### src/rtl/hazard_stall_ctrl.sv
// hazard_stall_ctrl: central stall controller for the 5-stage MIPS pipeline.
// Detects register-read hazards that forwarding cannot cover (Tuse/Tnew
// comparison) and holds the front end while the mult/div unit is busy.
// Drives PC enable, IF/ID enable and the ID/EX bubble clear.
// Optional feature macro: HAZARD_STALL_CNT_EN adds a 32-bit stall_cycles
// counter output for CPI measurement.
module hazard_stall_ctrl #(
  parameter int MULT_CYCLES = 5,
  parameter int DIV_CYCLES  = 10,
  parameter int CNT_W       = 4
) (
  input  logic       clk,
  input  logic       reset,
  input  logic [4:0] d_rs,
  input  logic [4:0] d_rt,
  input  logic       d_use_rs,
  input  logic       d_use_rt,
  input  logic [1:0] d_tuse_rs,
  input  logic [1:0] d_tuse_rt,
  input  logic       d_is_md,
  input  logic [4:0] e_wa,
  input  logic [1:0] e_tnew,
  input  logic [4:0] m_wa,
  input  logic [1:0] m_tnew,
  input  logic       e_md_start,
  input  logic       e_md_div,
  output logic       pc_en,
  output logic       fd_en,
  output logic       de_clr,
  output logic       md_busy
`ifdef HAZARD_STALL_CNT_EN
  ,
  output logic [31:0] stall_cycles
`else
  // stall_cycles port is absent in the default build
`endif
);

  logic [CNT_W-1:0] md_cnt;
  logic             rs_hazard;
  logic             rt_hazard;
  logic             md_stall;
  logic             stall;

  // A producer is "too late" when its result appears after the consumer
  // needs it; Tnew of 3 is always too late, even against a Tuse of 3.
  function automatic logic too_late(input logic [1:0] tnew, input logic [1:0] tuse);
    return (tnew == 2'd3) || (tnew > tuse);
  endfunction

  // Register-read hazards against the E and M stage producers; $zero never hazards.
  always_comb begin
    rs_hazard = d_use_rs && (d_rs != 5'd0) &&
                (((d_rs == e_wa) && too_late(e_tnew, d_tuse_rs)) ||
                 ((d_rs == m_wa) && too_late(m_tnew, d_tuse_rs)));
    rt_hazard = d_use_rt && (d_rt != 5'd0) &&
                (((d_rt == e_wa) && too_late(e_tnew, d_tuse_rt)) ||
                 ((d_rt == m_wa) && too_late(m_tnew, d_tuse_rt)));
  end

  // Mult/div occupancy: a start in E blocks the next md instruction immediately.
  always_comb begin
    md_busy  = (md_cnt != '0);
    md_stall = d_is_md && (md_busy || e_md_start);
    stall    = rs_hazard || rt_hazard || md_stall;
  end

  // Pipeline control outputs; reset forces the front end to run with no bubble.
  always_comb begin
    // NOTE: every output gets a default first so no path leaves it unassigned (no latch).
    pc_en  = !stall;
    fd_en  = !stall;
    de_clr = stall;
    if (reset) begin
      pc_en  = 1'b1;
      fd_en  = 1'b1;
      de_clr = 1'b0;
    end
  end

  // Mult/div busy counter: load on an accepted start, then count down to idle.
  always_ff @(posedge clk) begin
    // NOTE: sequential state uses non-blocking assignments so all registers update together.
    if (reset) begin
      md_cnt <= '0;
    end else if (e_md_start && (md_cnt == '0)) begin
      md_cnt <= e_md_div ? CNT_W'(DIV_CYCLES) : CNT_W'(MULT_CYCLES);
    end else if (md_cnt != '0) begin
      md_cnt <= md_cnt - 1'b1;
    end
  end

`ifdef HAZARD_STALL_CNT_EN
  // Stall-cycle counter for CPI measurement; wraps naturally at 2^32.
  always_ff @(posedge clk) begin
    if (reset) begin
      stall_cycles <= '0;
    end else if (stall) begin
      stall_cycles <= stall_cycles + 32'd1;
    end
  end
`else
  // No stall-cycle counter in the default build.
`endif

endmodule

### config.mk
export PLATFORM = sky130hd
export DESIGN_NAME = hazard_stall_ctrl
export DESIGN_NICKNAME = d
export VERILOG_FILES = /design/src/rtl/hazard_stall_ctrl.sv
export SDC_FILE = /design/constraint.sdc
export NUM_CORES = 1
export LEC_CHECK = 0
export CAP_MARGIN = 20
export CORE_ASPECT_RATIO = 0.8
export CORE_MARGIN = 2
export CORE_UTILIZATION = 38
export DETAILED_ROUTE_END_ITERATION = 8
export HOLD_SLACK_MARGIN = 0.08
export MAX_ROUTING_LAYER = met4
export PLACE_DENSITY = 0.83
export SLEW_MARGIN = 20
export SYNTH_ARGS = -nofsm -noshare
export SYNTH_HDL_FRONTEND = slang
export SYNTH_SLANG_ARGS = --single-unit
### constraint.sdc
create_clock -name clk -period 3.14 [get_ports clk]
set_clock_uncertainty 0.2 [all_clocks]
set_input_delay 0.785 -clock clk [delete_from_list [all_inputs] [get_ports clk]]
set_output_delay 0.785 -clock clk [all_outputs]
set_load 0.005 [all_outputs]
======== Word-level counts from Yosys, hierarchy flattened ========
Index checks and enable logic that the tools add are counted.
storage, ports and cells
  flip-flop bits (word level) ............. 4
  bits in latches ......................... 0
  memory bits (writable) .................. 0
  memory bits (read-only) ................. 0
  input bits .............................. 35
  output and inout port bits .............. 4
  logic and storage cells ................. 42
  memories ................................ 0
operators by class
  $add $sub $neg .......................... 1
  multiply operators ...................... 0
  div/mod/pow operators ................... 0
  $lt $le $gt $ge ......................... 4
  equality and inequality tests ........... 6
  shifts and indexed selects .............. 0
  muxes and demuxes ....................... 5
  bitwise gates (word level) .............. 0
  reductions and logical operators ........ 25
operators by type and width
  cell                   count
  $eq A5 B5 Y1           4
  $mux W4                3
  $logic_and A1 B1 Y1    10
  $reduce_bool A5 Y1     2
  $logic_or A1 B1 Y1     9
  $gt A2 B2 Y1           4
  $eq A2 B2 Y1 const B   2
  $logic_not A4 Y1       1
  $reduce_bool A4 Y1     1
  $sub A4 B1 Y4 const B  1
  $mux W1                2
  $reduce_bool A2 Y1     1
  $logic_not A1 Y1       1

======== Longest topological paths before layout ========
Gate-level depths: netlist of run 1.
  depth after elaboration ................. 9
  depth in mapped cells ................... 8
  depth with buffers taken out ............ 7

======== Worst setup path before layout of run 1 ========
No wires, ideal clock.
  kind .................................... in2out
  start ................................... input d_tuse_rs[1]
  end ..................................... output pc_en
  arrival time ............................ 2058 ps
  required time ........................... 2155 ps
  setup slack ............................. 97 ps
  stages on the path ...................... 8
  path buffers ............................ 1
  cell sequence ........................... inv_1 ha_1 nor2b_1 o21ai_0 a211oi_1 o221ai_1 a41o_1 buf_4
between the ends
  cells in the longest elaborated chain, start to end .. 9
  elaborated cells between the ends (all ways) .. 12
  those cells by class .................... 2 x order compare; 1 x mux; 9 x reduce/logical
RTL lines
  item                                    RTL line  source
  from (decl)                             18        input logic [1:0] d_tuse_rs,
  $gt A2 B2 Y1                            48        return (tnew == 2'd3) || (tnew > tuse);
  $logic_or A1 B1 Y1                      48
  $logic_and A1 B1 Y1 (on tied branches)  54, 55
  $logic_or A1 B1 Y1 *                    54        (((d_rs == e_wa) && too_late(e_tnew, d_tuse_rs)) ||
  $logic_and A1 B1 Y1 *                   53        rs_hazard = d_use_rs && (d_rs != 5'd0) &&
  $logic_or A1 B1 Y1 * (2 in series)      65        stall = rs_hazard || rt_hazard || md_stall;
  $logic_not A1 Y1 *                      -
  $mux W1 *                               -
  to (decl)                               27        output logic pc_en,
Every way passes the cells marked *; elsewhere a longest branch is shown, timed or not.

======== Final worst setup path of run 1 ========
  start ................................... input d_tuse_rt[0]
  end ..................................... output de_clr
between the ends
  cells in the longest elaborated chain, start to end .. 8
  elaborated cells between the ends (all ways) .. 11
  those cells by class .................... 2 x order compare; 1 x mux; 8 x reduce/logical
RTL lines
  item                                    RTL line  source
  from (decl)                             19        input logic [1:0] d_tuse_rt,
  $gt A2 B2 Y1                            48
  $logic_or A1 B1 Y1                      48
  $logic_and A1 B1 Y1 (on tied branches)  57, 58
  $logic_or A1 B1 Y1 *                    57        (((d_rt == e_wa) && too_late(e_tnew, d_tuse_rt)) ||
  $logic_and A1 B1 Y1 *                   56        rt_hazard = d_use_rt && (d_rt != 5'd0) &&
  $logic_or A1 B1 Y1 * (2 in series)      65
  $mux W1 *                               74        if (reset) begin
  to (decl)                               29        output logic de_clr,
Marks and branches as above.

==> results of run 1 <==
## cells in the final DEF, fill, tap and decap left out, types with 3 or more instances in the layout
| cell | count |
|---|---|
| buf_2 | 10 |
| dfxtp_1 | 4 |
| buf_4 | 20 |
| xnor2_1 | 13 |
| nor2_1 | 3 |
| dlygate4sd2_1 | 15 |
| a211oi_1 | 5 |
| ha_4 | 7 |
| buf_6 | 3 |
| nand2_1 | 8 |
| clkbuf_4 | 3 |
| inv_1 | 3 |
| xor2_1 | 6 |
| clkdlybuf4s50_1 | 7 |
| clkdlybuf4s15_1 | 3 |
## path summary, 6_finish.rpt
check	end	slack, ns	cells past startpoint
max reg2reg	md_cnt[0]	1.52	6
max	de_clr	-0.11	9
min	md_cnt[0]	0.38	2
min reg2reg	md_cnt[0]	0.38	2
## per-stage QoR
stage / hold slack, ns / cells / utilization, %
2_1_floorplan: 0.299 / 89 / -
3_5_place_dp: 0.330 / 168 / 74.3
6_report: 0.381 / 173 / 86.3
3_3_place_gp: 0.337 / 168 / 74.3
5_1_grt: 0.408 / 173 / 86.3
4_1_cts: 0.336 / 173 / 83.2
## power breakdown
| group | internal [uW] | switching (uW) | leakage (uW) |
|---|---|---|---|
| registers | 72.8 | 13.1 | 0.0000334 |
| logic | 159 | 153 | 0.000564 |
| clock network | 42.8 | 21.3 | 0.0000138 |
## cell type report
cell class              instances  area [sq um]  share of cell area, %
flip-flops and latches          4          80.1                   5.54
well taps                      22          27.5                   1.90
inverters                       7          36.3                   2.51
multi-input cells              77           783                   54.2
clock buffers                   3          22.5                   1.56
repair buffers                 60           495                   34.3
## metal layers
layer / up-vias / wire, microns / GRT usage (%)
met3: 12 / 180 / 7.14
met4: 0 / 97 / 10.5
met1: 450 / 1060 / 29.3
met5: - / 0 / -
li1: 445 / - / -
met2: 51 / 1570 / 53.1
## worst register-to-register path, delay by kind of cell, from the launching register on
kind / cells / cell delay [ns]
AOI/OAI and AO/OA: 2 / 0.48
adders and majority gates: 1 / 0.17
buffers and inverters: 1 / 0.12
DFF: 1 / 0.30
and+or+nand+nor: 2 / 0.25
## timing repair
action / in CTS / in global routing
endpoints found under the setup margin: 3 / 3
setup buffers: 2 / 0
hold buffers: 0 / 0
gates resized for setup: 110 / 14
pin swaps: 24 / 11
## logic make-up after synthesis
| family | Yosys count | synth area share, % |
|---|---|---|
| flops | 4 | 11.5 |
| simple gates | 25 | 18.6 |
| buf+inv | 8 | 4.87 |
| compound gates | 20 | 19.3 |
| fa+ha+maj | 10 | 18.0 |
| xor+xnor | 22 | 27.7 |
==> results.json, run 1 <==
{
  "die_y_microns": 42.2,
  "area_growth_pct": 108,
  "ys_ff_latch": 4,
  "relSlewSlack_pct": 79.4,
  "die_area_sq_um": 2190,
  "grt_pass1_wl_microns": 4520,
  "tightestPinTransition_ns": 0.305,
  "finalWeightedCongestion": 0.861,
  "ys_types": 21,
  "hpwlAfterDp_microns": 1900,
  "clk_latency_ns": 0.24,
  "violations": "setup timing",
  "antenna_found_initial": 0,
  "power.total_uw": 462,
  "path_clk_slew_ns": 0.04,
  "crit_fanout": 2,
  "rows": 13,
  "synth_top_area_cell": "xnor2_1",
  "cp.buffers_inverters": 3,
  "ys_warn_count": 0,
  "syn-cell-area_sq_um": 694,
  "drtAntennaViolNets": 0,
  "initial_core_util_pct": 41.4,
  "syn_nets": 134,
  "cp.required_ns": 2.15,
  "dpl_worst_slack_ns": -0.836,
  "period_minus_slack_ns": 3.25,
  "cts_max_level": 1,
  "path_delay_family": "buffers and inverters",
  "p_per_area_nw_per_um2": 319,
  "endpoint_kind": "primary output",
  "ios": 39,
  "clockBufferDepth": 2,
  "hold_violations": 0,
  "drt_iter0_drc": 22,
  "cts_root_buf": "clkbuf_4",
  "worstSetupStartpoint": "d_tuse_rt[0]",
  "io_buffers": 38,
  "async_flop_share_pct": 0,
  "core_sq_um": 1680,
  "first_pass_iters": 4,
  "cts.sinks": 4,
  "grt_max_degree": 9,
  "p_leak_uw": 0.000611,
  "via_count": 958,
  "tritoncts": "yes",
  "layout-drive-gt1-share_pct": 46.4,
  "cts_buffers": 3,
  "final.fill_count": 88,
  "ys.flop_type": "dfxtp_1",
  "synth_top_area_share_pct": 20.2,
  "crit_path_max_incr_delay_ns": 0.29,
  "hold_class": "reg -> reg",
  "fin_crit_sh_pct": 103,
  "cap_violations": 0,
  "largestRegisters": "md_cnt x4",
  "grt-ovfl-total": 0,
  "antennaDiodeCount": 0,
  "largest_reg_flops": 4,
  "dpl_cell_area_sq_um": 1240,
  "worstSetupPathType": "in -> out",
  "setup_violations": 3,
  "largest-register": "md_cnt",
  "rsz0062_at_grt": "true",
  "fin_ws_ns": -0.107,
  "final_area_sq_um": 1450,
  "grt_pass1_vias": 995,
  "ys_seq_area_share_pct": 11.5,
  "via_per_inst": 5.54,
  "synthTopCellsByArea": "xnor2_1, ha_1, dfxtp_1, a211oi_1, xor2_1",
  "cp_slowest_cell": "ha_2",
  "r2r_start": "md_cnt[0]",
  "wl_microns": 2910,
  "die_x_microns": 51.8,
  "syn_area_per_cell_sq_um": 7.80,
  "fin_nets": 198,
  "tns_ns": -0.259,
  "start_kind": "input port",
  "worstPathCellList": "clkdlybuf4s15_1, ha_2, nand2_1, o21ai_2, a21oi_2, nand4_1, buf_4, a41oi_2, buf_2",
  "outcome": "complete, but fails checks",
  "max_freq_mhz": 308,
  "grt_use_total_pct": 28.9,
  "routedWlPerCell_microns": 16.8,
  "synth_edf_count": 0,
  "maxSlewViolCount": 0,
  "cp.arrival_ns": 2.26,
  "drc_errors": 0,
  "yosysMostFrequentCell": "xnor2_1",
  "synth_common_cells": "xnor2_1, ha_1, nand2_1",
  "ir_drop_uv": 278,
  "hp-start": "md_cnt[0]",
  "syn_inst": 89
}
(Power assumes the default switching activity.)
==> run 2, diff against run 1 <==
CTS_CLUSTER_DIAMETER = 100   (was unset)
==> results of run 2 <==
The final DEF is identical to that of run 1; final timing and power are the same.
==> run 3, diff against run 2 <==
GPL_ROUTABILITY_DRIVEN = 0   (was unset)
==> results of run 3 <==
The final DEF is identical to that of run 1; final timing and power are the same.
